==> src/rtl/shared_adder_pkg.sv <==
// Purpose: shared types and sizing helpers for the time-shared nibble adder scheduler.
// Latency: n/a (declarations only).
// Backpressure: n/a.
package shared_adder_pkg;

  // Scheduler phases: waiting for a request, stepping nibbles, holding the result.
  typedef enum logic [1:0] {
    IDLE = 2'd0,
    RUN  = 2'd1,
    DONE = 2'd2
  } state_t;

  // Requester identifier; two requesters share the adder.
  typedef logic req_id_t;
  localparam req_id_t REQ0 = 1'b0;
  localparam req_id_t REQ1 = 1'b1;

  // Number of 4-bit steps needed for a WIDTH-bit operand.
  function automatic int nib_count(input int width);
    return width / 4;
  endfunction

  // Width of the nibble step counter; at least one bit even for a single step.
  function automatic int cnt_width(input int width);
    int n;
    n = width / 4;
    return (n <= 1) ? 1 : $clog2(n);
  endfunction

endpackage

==> src/rtl/nibble_adder.sv <==
// Purpose: combinational 4-bit adder with carry in/out, the datapath shared by both requesters.
// Latency: 0 cycles (purely combinational).
// Backpressure: none; no flow control.
// Ports: a, b (4-bit operands), cin (carry in) -> sum (4-bit), cout (carry out of bit 3).
module nibble_adder (
  input  logic [3:0] a,
  input  logic [3:0] b,
  input  logic       cin,
  output logic [3:0] sum,
  output logic       cout
);

  assign {cout, sum} = {1'b0, a} + {1'b0, b} + {4'b0000, cin};

endmodule

==> src/rtl/shared_adder_sched.sv <==
// Purpose: round-robin arbiter that time-shares one nibble adder between two requesters.
// Latency: res_valid rises WIDTH/4 edges after the accepting edge.
// Backpressure: res_ready low holds the result in DONE; both req readys stay low until it drains.
// Ports:
//   clk, rst                         clock, synchronous active-high reset
//   reqN_valid/_ready/_a/_b/_cin     requester N handshake, operands and carry-in (N = 0, 1)
//   res_valid/_ready                 result handshake
//   res_sum, res_cout, res_id        a + b + cin split as {cout, sum}, and the issuing requester
// WIDTH must be a multiple of 4 and at least 4.
module shared_adder_sched #(
  parameter int WIDTH = 16
) (
  input  logic             clk,
  input  logic             rst,
  input  logic             req0_valid,
  output logic             req0_ready,
  input  logic [WIDTH-1:0] req0_a,
  input  logic [WIDTH-1:0] req0_b,
  input  logic             req0_cin,
  input  logic             req1_valid,
  output logic             req1_ready,
  input  logic [WIDTH-1:0] req1_a,
  input  logic [WIDTH-1:0] req1_b,
  input  logic             req1_cin,
  output logic             res_valid,
  input  logic             res_ready,
  output logic [WIDTH-1:0] res_sum,
  output logic             res_cout,
  output logic             res_id
);

  import shared_adder_pkg::*;

  localparam int NIB = nib_count(WIDTH);
  localparam int CW  = cnt_width(WIDTH);
  localparam logic [CW-1:0] LAST = CW'(NIB - 1);

  state_t           state;
  req_id_t          prio;
  req_id_t          win;
  logic [WIDTH-1:0] a_reg;
  logic [WIDTH-1:0] b_reg;
  logic             carry;
  logic [CW-1:0]    cnt;
  logic             grant_ok;
  logic             accept;
  logic [3:0]       nib_sum;
  logic             nib_cout;
  logic [WIDTH-1:0] sum_nxt;

  // Winner: a lone valid wins outright; on contention the priority pointer decides.
  always_comb begin
    win = REQ0;
    if (req0_valid && req1_valid) begin
      win = prio;
    end else if (req1_valid) begin
      win = REQ1;
    end
  end

  // Grants are only offered while idle and out of reset.
  assign grant_ok   = (state == IDLE) && !rst;
  assign req0_ready = grant_ok && req0_valid && (win == REQ0);
  assign req1_ready = grant_ok && req1_valid && (win == REQ1);
  assign accept     = req0_ready || req1_ready;

  nibble_adder u_nibble_adder (
    .a    (a_reg[3:0]),
    .b    (b_reg[3:0]),
    .cin  (carry),
    .sum  (nib_sum),
    .cout (nib_cout)
  );

  // Each new nibble enters at the MSB end; after NIB steps the LSB nibble has
  // walked down to bits [3:0].
  generate
    if (WIDTH > 4) begin : g_shift
      assign sum_nxt = {nib_sum, res_sum[WIDTH-1:4]};
    end else begin : g_single
      assign sum_nxt = nib_sum;
    end
  endgenerate

  always_ff @(posedge clk) begin
    if (rst) begin
      state     <= IDLE;
      prio      <= REQ0;
      res_valid <= 1'b0;
      res_sum   <= '0;
      res_cout  <= 1'b0;
      res_id    <= REQ0;
      carry     <= 1'b0;
      cnt       <= '0;
      a_reg     <= '0;
      b_reg     <= '0;
    end else begin
      case (state)
        IDLE: begin
          if (accept) begin
            a_reg  <= (win == REQ1) ? req1_a   : req0_a;
            b_reg  <= (win == REQ1) ? req1_b   : req0_b;
            carry  <= (win == REQ1) ? req1_cin : req0_cin;
            res_id <= win;
            cnt    <= '0;
            prio   <= ~win;
            state  <= RUN;
          end
        end
        RUN: begin
          res_sum <= sum_nxt;
          carry   <= nib_cout;
          a_reg   <= a_reg >> 4;
          b_reg   <= b_reg >> 4;
          cnt     <= cnt + 1'b1;
          if (cnt == LAST) begin
            res_cout  <= nib_cout;
            res_valid <= 1'b1;
            state     <= DONE;
          end
        end
        DONE: begin
          // No accept here even on the handshake edge; IDLE is always visited first.
          if (res_ready) begin
            res_valid <= 1'b0;
            state     <= IDLE;
          end
        end
        default: state <= IDLE;
      endcase
    end
  end

endmodule

==> config.mk <==
export PLATFORM = sky130hd
export DESIGN_NAME = shared_adder_sched
export DESIGN_NICKNAME = d
export VERILOG_FILES = /design/src/rtl/shared_adder_pkg.sv /design/src/rtl/nibble_adder.sv /design/src/rtl/shared_adder_sched.sv
export SDC_FILE = /design/constraint.sdc
export NUM_CORES = 1
export LEC_CHECK = 0
export CAP_MARGIN = 0
export CORE_ASPECT_RATIO = 0.75
export CORE_UTILIZATION = 49
export CTS_CLUSTER_SIZE = 8
export DETAILED_ROUTE_END_ITERATION = 8
export PLACE_DENSITY_LB_ADDON = 0.05
export SLEW_MARGIN = 20
export SYNTH_ARGS = -nofsm -noshare
export SYNTH_HDL_FRONTEND = slang
export SYNTH_SLANG_ARGS = --single-unit
==> constraint.sdc <==
create_clock -name clk -period 3.4 [get_ports clk]
set_clock_uncertainty 0.05 [all_clocks]
set_input_delay 0.68 -clock clk [delete_from_list [all_inputs] [get_ports clk]]
set_output_delay 0.68 -clock clk [all_outputs]
set_load 0.03 [all_outputs]
==> flow_metrics.py, run 1 <==
metrics = {
    "status": {
        "status": "finished, final reports clean",
    },
    "clocking": {
        "htree_levels": 3,
        "cts_root_buf": "clkbuf_8",
        "postCtsSetupRepairBufs": 0,
        "cts.sinks": 57,
        "cts_hold_buf": 0,
        "numCtsBuffers": 9,
        "cts_tree": "yes",
        "clk_pin_slew_worst_paths_ns": 0.06,
        "clk_latency_ns": 0.33,
        "clk_path_buf_depth": 2,
        "cts_resized": 0,
    },
    "synth": {
        "syn_area_per_cell_um2": 8.81,
        "ys_warn_count": 0,
        "syn_inst": 313,
        "synth_fp_nets": 390,
        "seq_area_frac_synth": 0.414,
        "synth_area_um2": 2760,
        "ys_types": 39,
        "ys_seq_elements": 57,
    },
    "floorplan": {
        "num_io_pins": 92,
        "die_w_um": 88.6,
        "coreArea_um2": 5380,
        "dieArea_um2": 5930,
        "fp-row-count": 23,
        "die_h_um": 67.0,
        "start_util": 0.512,
    },
    "detailed_routing": {
        "routed.top_layer": "met4",
        "wl_per_cell_um": 15.0,
        "vias": 2617,
        "ant_nets": 0,
        "vias_per_cell": 5.51,
        "routed-wl-met2_um": 3320,
        "first_pass_iters": 4,
        "met3_length_um": 398,
        "routed_wl_um": 7100,
        "drc": 0,
        "wl_met1_um": 3350,
        "drt-initial-drc-count": 119,
    },
    "timing": {
        "finalSetupViolations": 0,
        "worst_pin_slew_ns": 0.879,
        "drv_slew": 0,
        "max-slew-margin-rel": 0.414,
        "fmax_mhz": 333,
        "hold_violations": 0,
        "min_period_ns": 3.00,
        "fin_tns_setup_ns": 0,
        "rsz0062_at_grt": "false",
        "timing.hold.ws_ns": 0.404,
        "period_share": 0.882,
        "fin_ws_ns": 0.400,
    },
    "global_route": {
        "grt_use_total": 0.259,
        "grt_pass1_wl_um": 11600,
        "grt_max_degree": 39,
        "overflow": 0,
        "grt_pass1_vias": 2348,
        "grt_antenna_before_repair": 0,
    },
    "worst_setup_path": {
        "cp_max_fo": 7,
        "arrival_ns": 2.27,
        "worstSetupStartpointType": "input port",
        "path_class": "input port to output pin",
        "cp.required_ns": 2.67,
        "cp-end-kind": "output pin",
    },
    "final_layout": {
        "post-route-util": 0.731,
        "final_nets": 472,
        "drive_gt1_frac": 0.0875,
        "antennaDiodeCount": 0,
        "area_growth_pct": 42.8,
    },
    "power": {
        "leakage_nw": 1.49,
        "power.density_nw_per_um2": 473,
        "ir_drop_mv": 0.274,
    },
    "place": {
        "place.gp.congestion": 0.815,
        "place_ws_ns": 0.408,
        "dpl.hpwl_um": 4630,
        "numPortBuffers": 91,
    },
    "hold_path": {
        "worstHoldPathType": "flop to flop",
    },
    "run": {
        "maxCapViolations": 0,
    },
}
cells in the mapped netlist:
cell type  instances  area share
and3_2             3      0.0082
a311oi_1           2      0.0064
a21boi_0           3      0.0082
a32oi_1            1      0.0032
ha_1               4       0.018
buf_4              4       0.011
and3_1            26       0.059
and3_4             1      0.0041
dfxtp_1           57        0.41
o21ba_2            1      0.0036
o21ai_0           26       0.047
nand3_1            2      0.0036
nand2b_1           4      0.0091
o21a_1             1      0.0027
nor3_1             2      0.0036
a211o_1            1      0.0032
fa_1               2       0.015
a21oi_1           24       0.044
inv_1              4      0.0054
nand2_1           33       0.045
nand4b_1           1      0.0032
a211oi_1          25       0.068
nor2b_1            1      0.0023
mux2i_1            5       0.018
a21o_1             1      0.0027
nand2b_4           1      0.0050
a32o_1             1      0.0036
nor3_4             2       0.012
clkbuf_1           7      0.0095
o21bai_1           1      0.0027
buf_1              2      0.0027
nor2_1            13       0.018
o21ai_1            2      0.0036
a22oi_1            2      0.0054
o2bb2ai_1         30       0.095
nand3b_1           1      0.0027
or4_1              1      0.0027
buf_2             11       0.020
clkbuf_2           5      0.0091
final cells by class:
| type | count | area, um2 |
|---|---|---|
| multi-input combinational | 223 | 1470 |
| fill | 427 | 1450 |
| sequential | 57 | 1140 |
| timing repair buffer | 100 | 976 |
| clock buffer | 11 | 141 |
| clock inverter | 5 | 103 |
| tap | 75 | 93.8 |
| inverter | 4 | 15.0 |
critical path: stages:
cell and delay, ns:
clkdlybuf4s50_1 0.54, buf_4 0.18, and3_2 0.20, clkdlybuf4s50_1 0.67
metrics by stage:
step	std cells	area [um2]	power, mW
after floorplan	313	2760	0.951
after global placement	459	3690	1.09
after detailed placement	459	3690	1.10
after CTS	475	3940	1.87
after global routing	475	3940	1.95
final	475	3940	1.86
layout by cell type, fill, tap and decap left out, types with 2 or more instances in the layout:
cell type / Yosys / routed
clkdlybuf4s50_1: 0 / 90
dfxtp_1: 57 / 57
nand2_1: 33 / 33
o2bb2ai_1: 30 / 30
and3_1: 26 / 26
o21ai_0: 26 / 26
a211oi_1: 25 / 25
a21oi_1: 24 / 24
nor2_1: 13 / 12
clkbuf_8: 0 / 10
buf_4: 4 / 10
mux2i_1: 5 / 5
inv_1: 4 / 4
nand2b_1: 4 / 4
ha_1: 4 / 4
and3_2: 3 / 3
a21boi_0: 3 / 3
bufinv_16: 0 / 3
nor3_1: 2 / 2
nand3_1: 2 / 2
nor3_4: 2 / 2
a311oi_1: 2 / 2
a22oi_1: 2 / 2
o21ai_1: 2 / 2
fa_1: 2 / 2
final timing paths:
check	from	slack [ns]	endpoint	depth (start not counted)
max reg2reg	state[1]$_SDFFE_PP0P_	1.36	res_sum[0]$_SDFFE_PP0P_	4
max	req0_valid	0.40	req0_ready	4
min	res_sum[2]$_SDFFE_PP0P_	0.40	res_sum[2]$_SDFFE_PP0P_	2
min reg2reg	res_sum[2]$_SDFFE_PP0P_	0.40	res_sum[2]$_SDFFE_PP0P_	2
routing by layer:
layer  track usage  up-vias
met1         0.347     1214
met2         0.409       75
li1              -     1323
met5             0        -
met3        0.0917        5
met4        0.0363        0
cells by family after synthesis:
| logic type | share of synthesized area |
|---|---|
| flops | 0.414 |
| simple gates | 0.178 |
| mux | 0.0182 |
| compound gates | 0.300 |
| buf+inv | 0.0576 |
| fa+ha+maj | 0.0327 |
where the power goes:
part           total, mW  internal [mW]  switching [mW]
clock network      0.775          0.506           0.269
registers          0.752          0.718          0.0337
logic              0.335          0.170           0.165
total               1.86           1.39           0.468
(Power assumes the default switching activity.)
==> run 2: changes to the inputs <==
--- a/config.mk
+++ b/config.mk
@@ -10,7 +10,7 @@
 export CORE_UTILIZATION = 49
 export CTS_CLUSTER_SIZE = 8
 export DETAILED_ROUTE_END_ITERATION = 8
-export PLACE_DENSITY_LB_ADDON = 0.05
+export PLACE_DENSITY = 0.88
 export SLEW_MARGIN = 20
 export SYNTH_ARGS = -nofsm -noshare
 export SYNTH_HDL_FRONTEND = slang
==> run 2 against run 1 <==
  * Clock power shrank 7.1%
  * Total power decreased by 3.0%
  * Count of clock-buffer cells in the layout unchanged
  * Critical path depth unchanged
  * Register-to-register slack barely moved
  * Non-clock buffer count down 2
  * Final cell count fell by 0.42%
  * Critical path type unchanged
  * Largest cell class unchanged
==> flow_metrics.py, run 2 (synthesized netlist as in run 1, its figures left out) <==
metrics = {
    "status": {
        "status": "finished, final reports clean",
    },
    "place": {
        "place_ws_ns": 0.333,
        "dpl.hpwl_um": 4830,
        "place.gp.congestion": 0.817,
        "place_area_um2": 3680,
        "numPortBuffers": 91,
    },
    "clocking": {
        "cts_root_buf": "clkbuf_8",
        "cts_tree": "yes",
        "cts_resized": 0,
        "clk_path_buf_depth": 2,
        "clk_pin_slew_worst_paths_ns": 0.06,
        "cts.sinks": 57,
        "numCtsBuffers": 9,
        "postCtsSetupRepairBufs": 0,
        "htree_levels": 3,
        "cts_hold_buf": 0,
        "clk_latency_ns": 0.34,
    },
    "detailed_routing": {
        "ant_nets": 0,
        "vias": 2670,
        "wl_per_cell_um": 15.3,
        "routed_wl_um": 7230,
        "vias_per_cell": 5.64,
        "drt-initial-drc-count": 135,
        "drc": 0,
        "first_pass_iters": 4,
    },
    "global_route": {
        "grt_use_total": 0.261,
        "grt_max_degree": 48,
        "grt_pass1_vias": 2455,
        "grt_antenna_before_repair": 0,
        "grt_pass1_wl_um": 11500,
        "overflow": 0,
    },
    "timing": {
        "fmax_mhz": 326,
        "min_period_ns": 3.07,
        "rsz0062_at_grt": "false",
        "max-slew-margin-rel": 0.303,
        "hold_violations": 0,
        "finalSetupViolations": 0,
        "period_share": 0.903,
        "fin_tns_setup_ns": 0,
        "drv_slew": 0,
        "worst_pin_slew_ns": 1.04,
        "fin_ws_ns": 0.328,
    },
    "worst_setup_path": {
        "cp-end-kind": "output pin",
        "cp.required_ns": 2.67,
        "r2r_cells": 3,
        "arrival_ns": 2.34,
        "worstSetupStartpointType": "input port",
        "cp_max_fo": 4,
        "path_class": "input port to output pin",
    },
    "final_layout": {
        "area_growth_pct": 41.7,
        "final_common_cell": "clkdlybuf4s50_1",
        "multi_input_area_um2": 1470,
        "ff_latch_area_um2": 1140,
        "final_cell_mix": "90 x clkdlybuf4s50_1, 57 x dfxtp_1, 33 x nand2_1",
        "final_area_um2": 3910,
        "fill_cells": 407,
        "final_nets": 470,
        "antennaDiodeCount": 0,
        "drive_gt1_frac": 0.0854,
    },
    "power": {
        "ir_drop_mv": 0.298,
        "leakage_nw": 1.48,
        "power_mw": 1.81,
        "power.density_nw_per_um2": 462,
    },
    "floorplan": {
        "num_io_pins": 92,
        "start_util": 0.512,
        "die_h_um": 67.0,
        "dieArea_um2": 5930,
        "die_w_um": 88.6,
        "fp-row-count": 23,
        "coreArea_um2": 5380,
    },
    "hold_path": {
        "worstHoldPathType": "flop to flop",
        "holdPathStages": 1,
    },
    "run": {
        "maxCapViolations": 0,
    },
}
==> run 2: cell count changes in the layout (fill, tap and decap cells not counted), sizes merged <==
cell,previous run,this run
buf,10,8
bufinv,3,2
clkinv,1,2
==> run 2: worst max-delay path, cell delays in order <==
cell             delay (ns)
clkdlybuf4s50_1        0.43
nor3_1                 0.33
and3_2                 0.24
clkdlybuf4s50_1        0.66
==> run 2: final timing paths <==
path / start / end / slack (ns)
worst max-delay path: rst / req0_ready / 0.33
worst max register to register: state[0]$_SDFFE_PP0P_ / res_cout$_SDFFE_PP0P_ / 1.36
worst min register to register: b_reg[14]$_SDFFE_PP0P_ / b_reg[14]$_SDFFE_PP0P_ / 0.41
worst min-delay path: b_reg[14]$_SDFFE_PP0P_ / b_reg[14]$_SDFFE_PP0P_ / 0.41
==> run 2: area by class of cell <==
class | instances | share of cell area
flip-flops and latches | 57 | 0.292
inverters | 4 | 0.00384
well taps | 75 | 0.0240
clock buffers | 11 | 0.0388
repair buffers | 98 | 0.246
multi-input cells | 223 | 0.375
clock inverters | 5 | 0.0199
==> run 2: layer usage <==
metal | share of wire | up-vias | GRT usage
li1 | - | 1319 | -
met1 | 0.44 | 1244 | 0.325
met2 | 0.48 | 99 | 0.421
met3 | 0.068 | 8 | 0.100
met4 | 0.0084 | 0 | 0.0685
met5 | 0 | - | 0
==> run 2: per-stage QoR <==
step	instances	hold slack [ns]	util
6_report	473	0.406	0.726
4_1_cts	473	0.411	0.726
2_1_floorplan	313	0.377	-
3_5_place_dp	457	0.392	0.683
5_1_grt	473	0.421	0.726
3_3_place_gp	457	0.389	0.683
==> run 2: where the power goes <==
group / switching (mW) / leakage, nW / total [mW] / internal, mW
sequential: 0.0351 / 0.468 / 0.754 / 0.719
combinational: 0.165 / 0.893 / 0.333 / 0.168
clock: 0.270 / 0.115 / 0.720 / 0.449
total: 0.470 / 1.48 / 1.81 / 1.34
